### config.mk
export PLATFORM = sky130hd
export DESIGN_NAME = vector_load_unit
export DESIGN_NICKNAME = d
export VERILOG_FILES = /design/src/rtl/vpu_pkg.sv /design/src/rtl/vector_load_unit.sv
export SDC_FILE = /design/constraint.sdc
export NUM_CORES = 1
export LEC_CHECK = 0
export CAP_MARGIN = 20
export CELL_PAD_IN_SITES_DETAIL_PLACEMENT = 2
export CELL_PAD_IN_SITES_GLOBAL_PLACEMENT = 2
export CORE_ASPECT_RATIO = 1.4
export CORE_MARGIN = 4
export CORE_UTILIZATION = 32
export DETAILED_ROUTE_END_ITERATION = 10
export HOLD_SLACK_MARGIN = 0.1
export PLACE_DENSITY = 0.85
export SKIP_LAST_GASP = 1
export SYNTH_ARGS = -nofsm -noshare
export SYNTH_HDL_FRONTEND = slang
export SYNTH_SLANG_ARGS = --single-unit
### constraint.sdc
create_clock -name clk -period 2.8 [get_ports clk]
set_clock_uncertainty 0.2 [all_clocks]
set_input_delay 0.28 -clock clk [delete_from_list [all_inputs] [get_ports clk]]
set_output_delay 0.28 -clock clk [all_outputs]
set_load 0.01 [all_outputs]
### src/rtl/vpu_pkg.sv
// Shared vector-unit definitions: default vector geometry, the register-select
// width used by the vector register file, and the load-unit state encoding.
// Imported by the vector load unit. The vector RF and the store path see the
// same constants.
package vpu_pkg;

    localparam int VEC_WIDTH  = 16;   // lane width in bits and lane count
    localparam int VEC_ADDR_W = 16;   // scalar memory address width
    localparam int VREG_SEL_W = 5;    // vector register select width

    typedef enum logic [1:0] {
        IDLE  = 2'd0,
        REQ   = 2'd1,
        WAIT  = 2'd2,
        WRITE = 2'd3
    } vld_state_t;

endpackage

### src/rtl/vector_load_unit.sv
// vector_load_unit
//   Fills one vector register from scalar-wide memory. It issues WIDTH
//   sequential single-lane reads at base_addr + i*stride and stores lane i at
//   WD[i]. It then drives one full-vector write into the vector RF write port.
//
//   state | meaning
//   ------+--------------------------------------------------------------
//   IDLE  | waiting for start; base/stride/vd latched when start=1
//   REQ   | mem_req=1 for exactly one cycle with mem_addr of current lane
//   WAIT  | holding for mem_rvalid; captures the lane into the buffer
//   WRITE | WEV=done=1, RD/WD driven for one cycle, then back to IDLE
//
// Ports
//   clk, rst             clock; synchronous active-high reset
//   start                begin a load (honoured only in IDLE)
//   base_addr, stride    lane-0 address and per-lane address step
//   vd                   destination vector register
//   mem_req, mem_addr    one-cycle read request and its address
//   mem_rvalid, mem_rdata read response (ignored outside WAIT)
//   WEV, RD, WD          RF write enable pulse, destination, full vector data
//   busy                 high in every state except IDLE
//   done                 one-cycle pulse coincident with WEV
module vector_load_unit
    import vpu_pkg::*;
#(
    parameter int WIDTH  = VEC_WIDTH,
    parameter int ADDR_W = VEC_ADDR_W
) (
    input  logic                             clk,
    input  logic                             rst,
    input  logic                             start,
    input  logic [ADDR_W-1:0]                base_addr,
    input  logic [ADDR_W-1:0]                stride,
    input  logic [VREG_SEL_W-1:0]            vd,
    output logic                             mem_req,
    output logic [ADDR_W-1:0]                mem_addr,
    input  logic                             mem_rvalid,
    input  logic [WIDTH-1:0]                 mem_rdata,
    output logic                             WEV,
    output logic [VREG_SEL_W-1:0]            RD,
    output logic [WIDTH-1:0][WIDTH-1:0]      WD,
    output logic                             busy,
    output logic                             done
);

    localparam int                LANE_W    = (WIDTH > 1) ? $clog2(WIDTH) : 1;
    localparam logic [LANE_W-1:0] LAST_LANE = LANE_W'(WIDTH - 1);

    vld_state_t                   state;
    logic [LANE_W-1:0]            lane;
    logic [ADDR_W-1:0]            stride_q;
    logic [VREG_SEL_W-1:0]        vd_q;
    logic [WIDTH-1:0][WIDTH-1:0]  lane_buf;
    logic [WIDTH-1:0][WIDTH-1:0]  lane_buf_next;

    // The last lane arrives in the same cycle WD is loaded. WD therefore takes
    // the buffer with that lane merged in, and no extra cycle is spent
    // copying it.
    always_comb begin
        lane_buf_next       = lane_buf;
        lane_buf_next[lane] = mem_rdata;
    end

    // mem_addr doubles as the running lane address. It only advances when
    // the next request is issued, so it is valid whenever mem_req is high.
    always_ff @(posedge clk) begin
        if (rst) begin
            state    <= IDLE;
            lane     <= '0;
            stride_q <= '0;
            vd_q     <= '0;
            lane_buf <= '0;
            mem_req  <= 1'b0;
            mem_addr <= '0;
            WEV      <= 1'b0;
            RD       <= '0;
            WD       <= '0;
            busy     <= 1'b0;
            done     <= 1'b0;
        end else begin
            mem_req <= 1'b0;
            WEV     <= 1'b0;
            done    <= 1'b0;
            case (state)
                IDLE: begin
                    if (start) begin
                        stride_q <= stride;
                        vd_q     <= vd;
                        lane     <= '0;
                        mem_addr <= base_addr;
                        mem_req  <= 1'b1;
                        busy     <= 1'b1;
                        state    <= REQ;
                    end
                end
                REQ: begin
                    state <= WAIT;
                end
                WAIT: begin
                    if (mem_rvalid) begin
                        lane_buf[lane] <= mem_rdata;
                        if (lane == LAST_LANE) begin
                            WEV   <= 1'b1;
                            done  <= 1'b1;
                            RD    <= vd_q;
                            WD    <= lane_buf_next;
                            state <= WRITE;
                        end else begin
                            lane     <= lane + 1'b1;
                            mem_addr <= mem_addr + stride_q;  // wraps modulo 2^ADDR_W
                            mem_req  <= 1'b1;
                            state    <= REQ;
                        end
                    end
                end
                WRITE: begin
                    busy  <= 1'b0;
                    state <= IDLE;
                end
                default: begin
                    busy  <= 1'b0;
                    state <= IDLE;
                end
            endcase
        end
    end

endmodule
==> Flow_metrics.wiki <==
{| class="wikitable"
! Metric !! Value
|-
| Distinct cells, synth || 58
|-
| Run status || complete, no violations
|-
| Post-layout total power || 0.0170 W
|-
| Count of input and output buffers || 337
|-
| Via count of the first global-routing pass || 23.9k
|-
| Max Freq || 371 MHz
|-
| Total Nets Final || 3088
|-
| Final hold violation count || 0
|-
| Final non-filler cell total || 3986
|-
| FF-to-FF path depth || 8
|-
| Routed Antenna Nets || 0
|-
| Slowest CP cell || sky130_fd_sc_hd__a221oi_4
|-
| Min Tclk post-route || 2700 ps
|-
| Count of H-tree levels built during CTS || 2
|-
| WL per Instance || 24.0 um
|-
| Post-synthesis sequential element count || 547
|-
| Nets in the synthesized netlist || 2837
|-
| Max VDD drop || 0.423 mV
|-
| Synth Area in Simple Gates || 21.6%
|-
| Syn Area/Cell || 8.12 sq um
|-
| Fraction of power spent switching nets || 24.2%
|-
| Startpoint kind of the worst setup timing path || flop
|-
| Stages on the worst setup path || 8
|-
| Detailed router's first-iteration violation count || 1125
|-
| Setup repair after global routing missed its margin || yes
|-
| Count of warnings emitted by yosys || 0
|-
| Register Area || 0.0110 sq mm
|-
| Area of the multi-input gates || 0.0103 sq mm
|-
| Launch point of the critical path || stride_q[1]
|-
| Worst Path Class, Setup || reg2reg
|-
| Power density of the placed cells || 587 mW/mm^2
|-
| Number of setup buffers added after CTS || 0
|-
| Data arrival time of the worst path || 3000 ps
|-
| Int Pwr || 0.0129 W
|-
| Worst rel slew slack || 40.3%
|-
| Vias per cell || 5.40
|-
| Gate family responsible for the most delay along the worst path || compound AO/OA/AOI/OAI gates
|-
| Net switching power || 0.00412 W
|-
| Horizontal die dimension || 232 um
|-
| Placeable core area || 0.0693 sq mm
|-
| Iteration count of the initial detailed-routing pass || 5
|-
| Source-to-sink clock delay at the later pin of the worst-skew pair || 620 ps
|-
| Cell total after placement || 3838
|-
| Type of element capturing the critical path || flop
|-
| Wire length of the first global-routing pass || 146000 um
|-
| Path class of the lowest-slack min-delay path || in2reg
|-
| Placement Rows || 114
|-
| Initial core utilization || 32.3%
|-
| Total cell area at the placement stage || 0.0266 sq mm
|-
| Power share of the combinational group || 6.2%
|-
| Worst reg2reg path startpoint || stride_q[1]
|-
| Final Setup Violations || 0
|-
| Clock tree from TritonCTS || yes
|-
| Final WL || 95600 um
|-
| Total of max-cap violations || 0
|-
| Final worst path period share || 96.3%
|-
| Total global routing track utilization || 24.8%
|-
| Area of the die || 0.0744 sq mm
|-
| Count of boundary I/O pins || 338
|-
| Remaining DRCs || 0
|-
| Critical path cell sequence || ha_1 -> a21o_1 -> nand4_1 -> nand3_1 -> a221oi_4 -> o21ai_1 -> xnor2_1 -> a2111oi_0
|-
| Combinational family with the most area after synthesis || simple AND/OR/NAND/NOR gates
|-
| Final Instance Area || 0.0290 sq mm
|-
| Most instantiated flip-flop cell in the synthesis netlist || sky130_fd_sc_hd__dfxtp_1
|-
| Die Ht || 321 um
|-
| Async set or reset register ratio after synthesis || 0%
|-
| Part of the total power dissipated in the clock network || 47.4%
|-
| Proportion of layout cells with a drive suffix above 1 || 7.65%
|-
| Required time of the critical path || 3100 ps
|-
| CTS sink count || 547
|-
| Post-synthesis to final-layout area growth || 29.3%
|-
| Worst-Margin Slew || 896 ps
|-
| Instance count of the mapped netlist || 2760
|-
| Largest stage delay on the critical path || 450 ps
|-
| Detailed-route via count || 21.5k
|-
| Crit path buffers/inverters || 0
|-
| Total grt overflow || 0
|-
| Worst setup path end || mem_addr[13]
|-
| Number of antenna violations at the first check in global routing || 1
|-
| Netlist area before placement || 0.0224 sq mm
|-
| Synth Area in Compound Gates || 17.2%
|-
| Final Max Tran Viols || 0
|-
| Utilization after layout || 41.8%
|-
| Bufs on Longest Clock Path || 3
|-
| Leakage power total || 9.34 nW
|-
| Share of synthesized cell area in full adder, half adder and majority cells || 1.15%
|-
| Register-to-register path setup slack || 100 ps
|-
| CTS Buf Count || 56
|-
| Pin count of the biggest net entering global routing || 170
|-
| RR Endpoint || mem_addr[13]
|-
| Largest fanout on the critical path || 4
|-
| Number of flops mapped to enable cells by yosys || 0
|-
| Final weighted congestion of routability-driven global placement || 0.808
|-
| Part of the total power dissipated in sequential elements || 46.4%
|-
| HPWL after detailed placement || 61600 um
|-
| Sequential area share after synthesis || 48.8%
|-
| Multiplexer share of the synthesized area || 5.18%
|-
| Fillers || 7645
|-
| Clock tree root driver cell || sky130_fd_sc_hd__clkbuf_16
|-
| Clock slew seen by the registers of the worst setup and hold paths || 60 ps
|-
| Xor/xnor share of the synthesized area || 0.508%
|}
==> logic make-up (layout without fill, tap and decap cells) <==
| group | count (synthesis) | after routing |
|---|---|---|
| DFF | 547 | 547 |
| adders and majority gates | 20 | 20 |
| AOI/OAI and AO/OA | 593 | 593 |
| buffers and inverters | 278 | 575 |
| xor gates and xnor gates | 13 | 13 |
| and+or+nand+nor | 1193 | 1193 |
| other | 0 | 1 |
| muxes | 116 | 116 |
==> cells in the mapped netlist, drive strengths merged (3+ instances only) <==
master | instances | share of area, %
mux2i | 115 | 5.1
nor2b | 4 | 0.11
nor3 | 4 | 0.089
o21ai | 13 | 0.31
xor2 | 5 | 0.20
a211oi | 115 | 3.9
a21oi | 309 | 6.9
a222oi | 3 | 0.13
xnor2 | 8 | 0.31
nor2 | 278 | 5.0
a21boi | 3 | 0.12
ha | 19 | 1.1
nand2 | 733 | 12
dfxtp | 547 | 49
a21o | 4 | 0.14
buf | 107 | 2.6
inv | 5 | 0.084
and2 | 8 | 0.23
and3 | 8 | 0.24
a311oi | 132 | 5.2
nand3 | 145 | 3.2
or2 | 3 | 0.084
clkbuf | 165 | 2.8
==> registers in the layout (all words and copies together) (netlist names), 2 cells and up <==
name,count
vd_q,5
stride_q,16
RD,5
mem_addr,16
state,2
lane_buf,240
WD,256
lane,4
==> area by class of cell <==
cell class	instances	area share, %
inverters	5	0.0647
well taps	928	4.01
multi-input cells	1935	35.5
clock buffers	86	5.85
flip-flops and latches	547	37.8
clock inverters	18	0.876
repair buffers	466	16.0
diodes	1	0.00863
==> power groups by stage <==
stage | registers (W) | logic [W] | clock network, W
floorplan | 0.00806 | 0.000491 | 0
global placement | 0.00807 | 0.000941 | 0
detailed placement | 0.00807 | 0.000970 | 0
CTS | 0.00790 | 0.00103 | 0.00826
global route | 0.00790 | 0.00112 | 0.00857
finish | 0.00790 | 0.00105 | 0.00807
==> worst min path at each step <==
stage | startpoint | end | slack [ps] | cells past startpoint
after global placement | lane_buf[218] | lane_buf[218] | 240 | 2
after floorplan | vd[0] | vd_q[0] | 220 | 2
after global routing | vd[4] | vd_q[4] | 130 | 3
final | stride[0] | stride_q[0] | 110 | 3
after detailed placement | lane_buf[32] | lane_buf[32] | 250 | 2
after CTS | stride[0] | stride_q[0] | 100 | 3
==> per-layer routing <==
layer / up-vias / GRT usage (%) / wire length, um
met3: 175 / 3.69 / 3640
met4: 0 / 9.62 / 3920
li1: 9933 / - / -
met2: 485 / 45.9 / 49500
met1: 10900 / 28.6 / 38500
met5: - / 0 / 0
==> worst register-to-register path: stages, from the launching register on <==
cell	delay [ps]
sky130_fd_sc_hd__dfxtp_1	440
sky130_fd_sc_hd__ha_1	290
sky130_fd_sc_hd__a21o_1	210
sky130_fd_sc_hd__nand4_1	110
sky130_fd_sc_hd__nand3_1	220
sky130_fd_sc_hd__a221oi_4	450
sky130_fd_sc_hd__o21ai_1	150
sky130_fd_sc_hd__xnor2_1	150
sky130_fd_sc_hd__a2111oi_0	360
==> cell usage in the layout, fill, tap and decap left out, drive strengths merged, types with 2 or more instances in the layout <==
master / n
nand2: 733
dfxtp: 547
clkdlybuf4s50: 320
a21oi: 309
nor2: 278
nand3: 145
a311oi: 132
mux2i: 115
a211oi: 115
buf: 103
clkbuf: 86
dlygate4sd3: 43
ha: 19
o21ai: 13
clkinv: 9
xnor2: 8
and2: 8
and3: 8
inv: 7
bufinv: 6
xor2: 5
nor3: 4
a21o: 4
nor2b: 4
or2: 3
a222oi: 3
a21boi: 3
nand4: 2
a31oi: 2
nand2b: 2
o211ai: 2
o221ai: 2
a2111oi: 2
o22ai: 2
and2b: 2
==> metrics by stage <==
stage | setup TNS [ps] | hold WS (ps) | setup slack [ps]
final | 0 | 106 | 104
after global placement | 0 | 241 | 116
after CTS | 0 | 102 | 32.2
after detailed placement | 0 | 248 | 35.4
after global routing | -371 | 134 | -48.8
after floorplan | 0 | 216 | 302
==> what timing repair did <==
item / CTS / global route
endpoints found under the hold margin: 305 / 0
pin swaps: 0 / 4
gates cloned: 0 / 0
setup endpoints to repair: 1 / 24
gates resized for setup: 1 / 4
hold buffers: 43 / 0
Note: power is estimated with default switching activity, not from simulation.
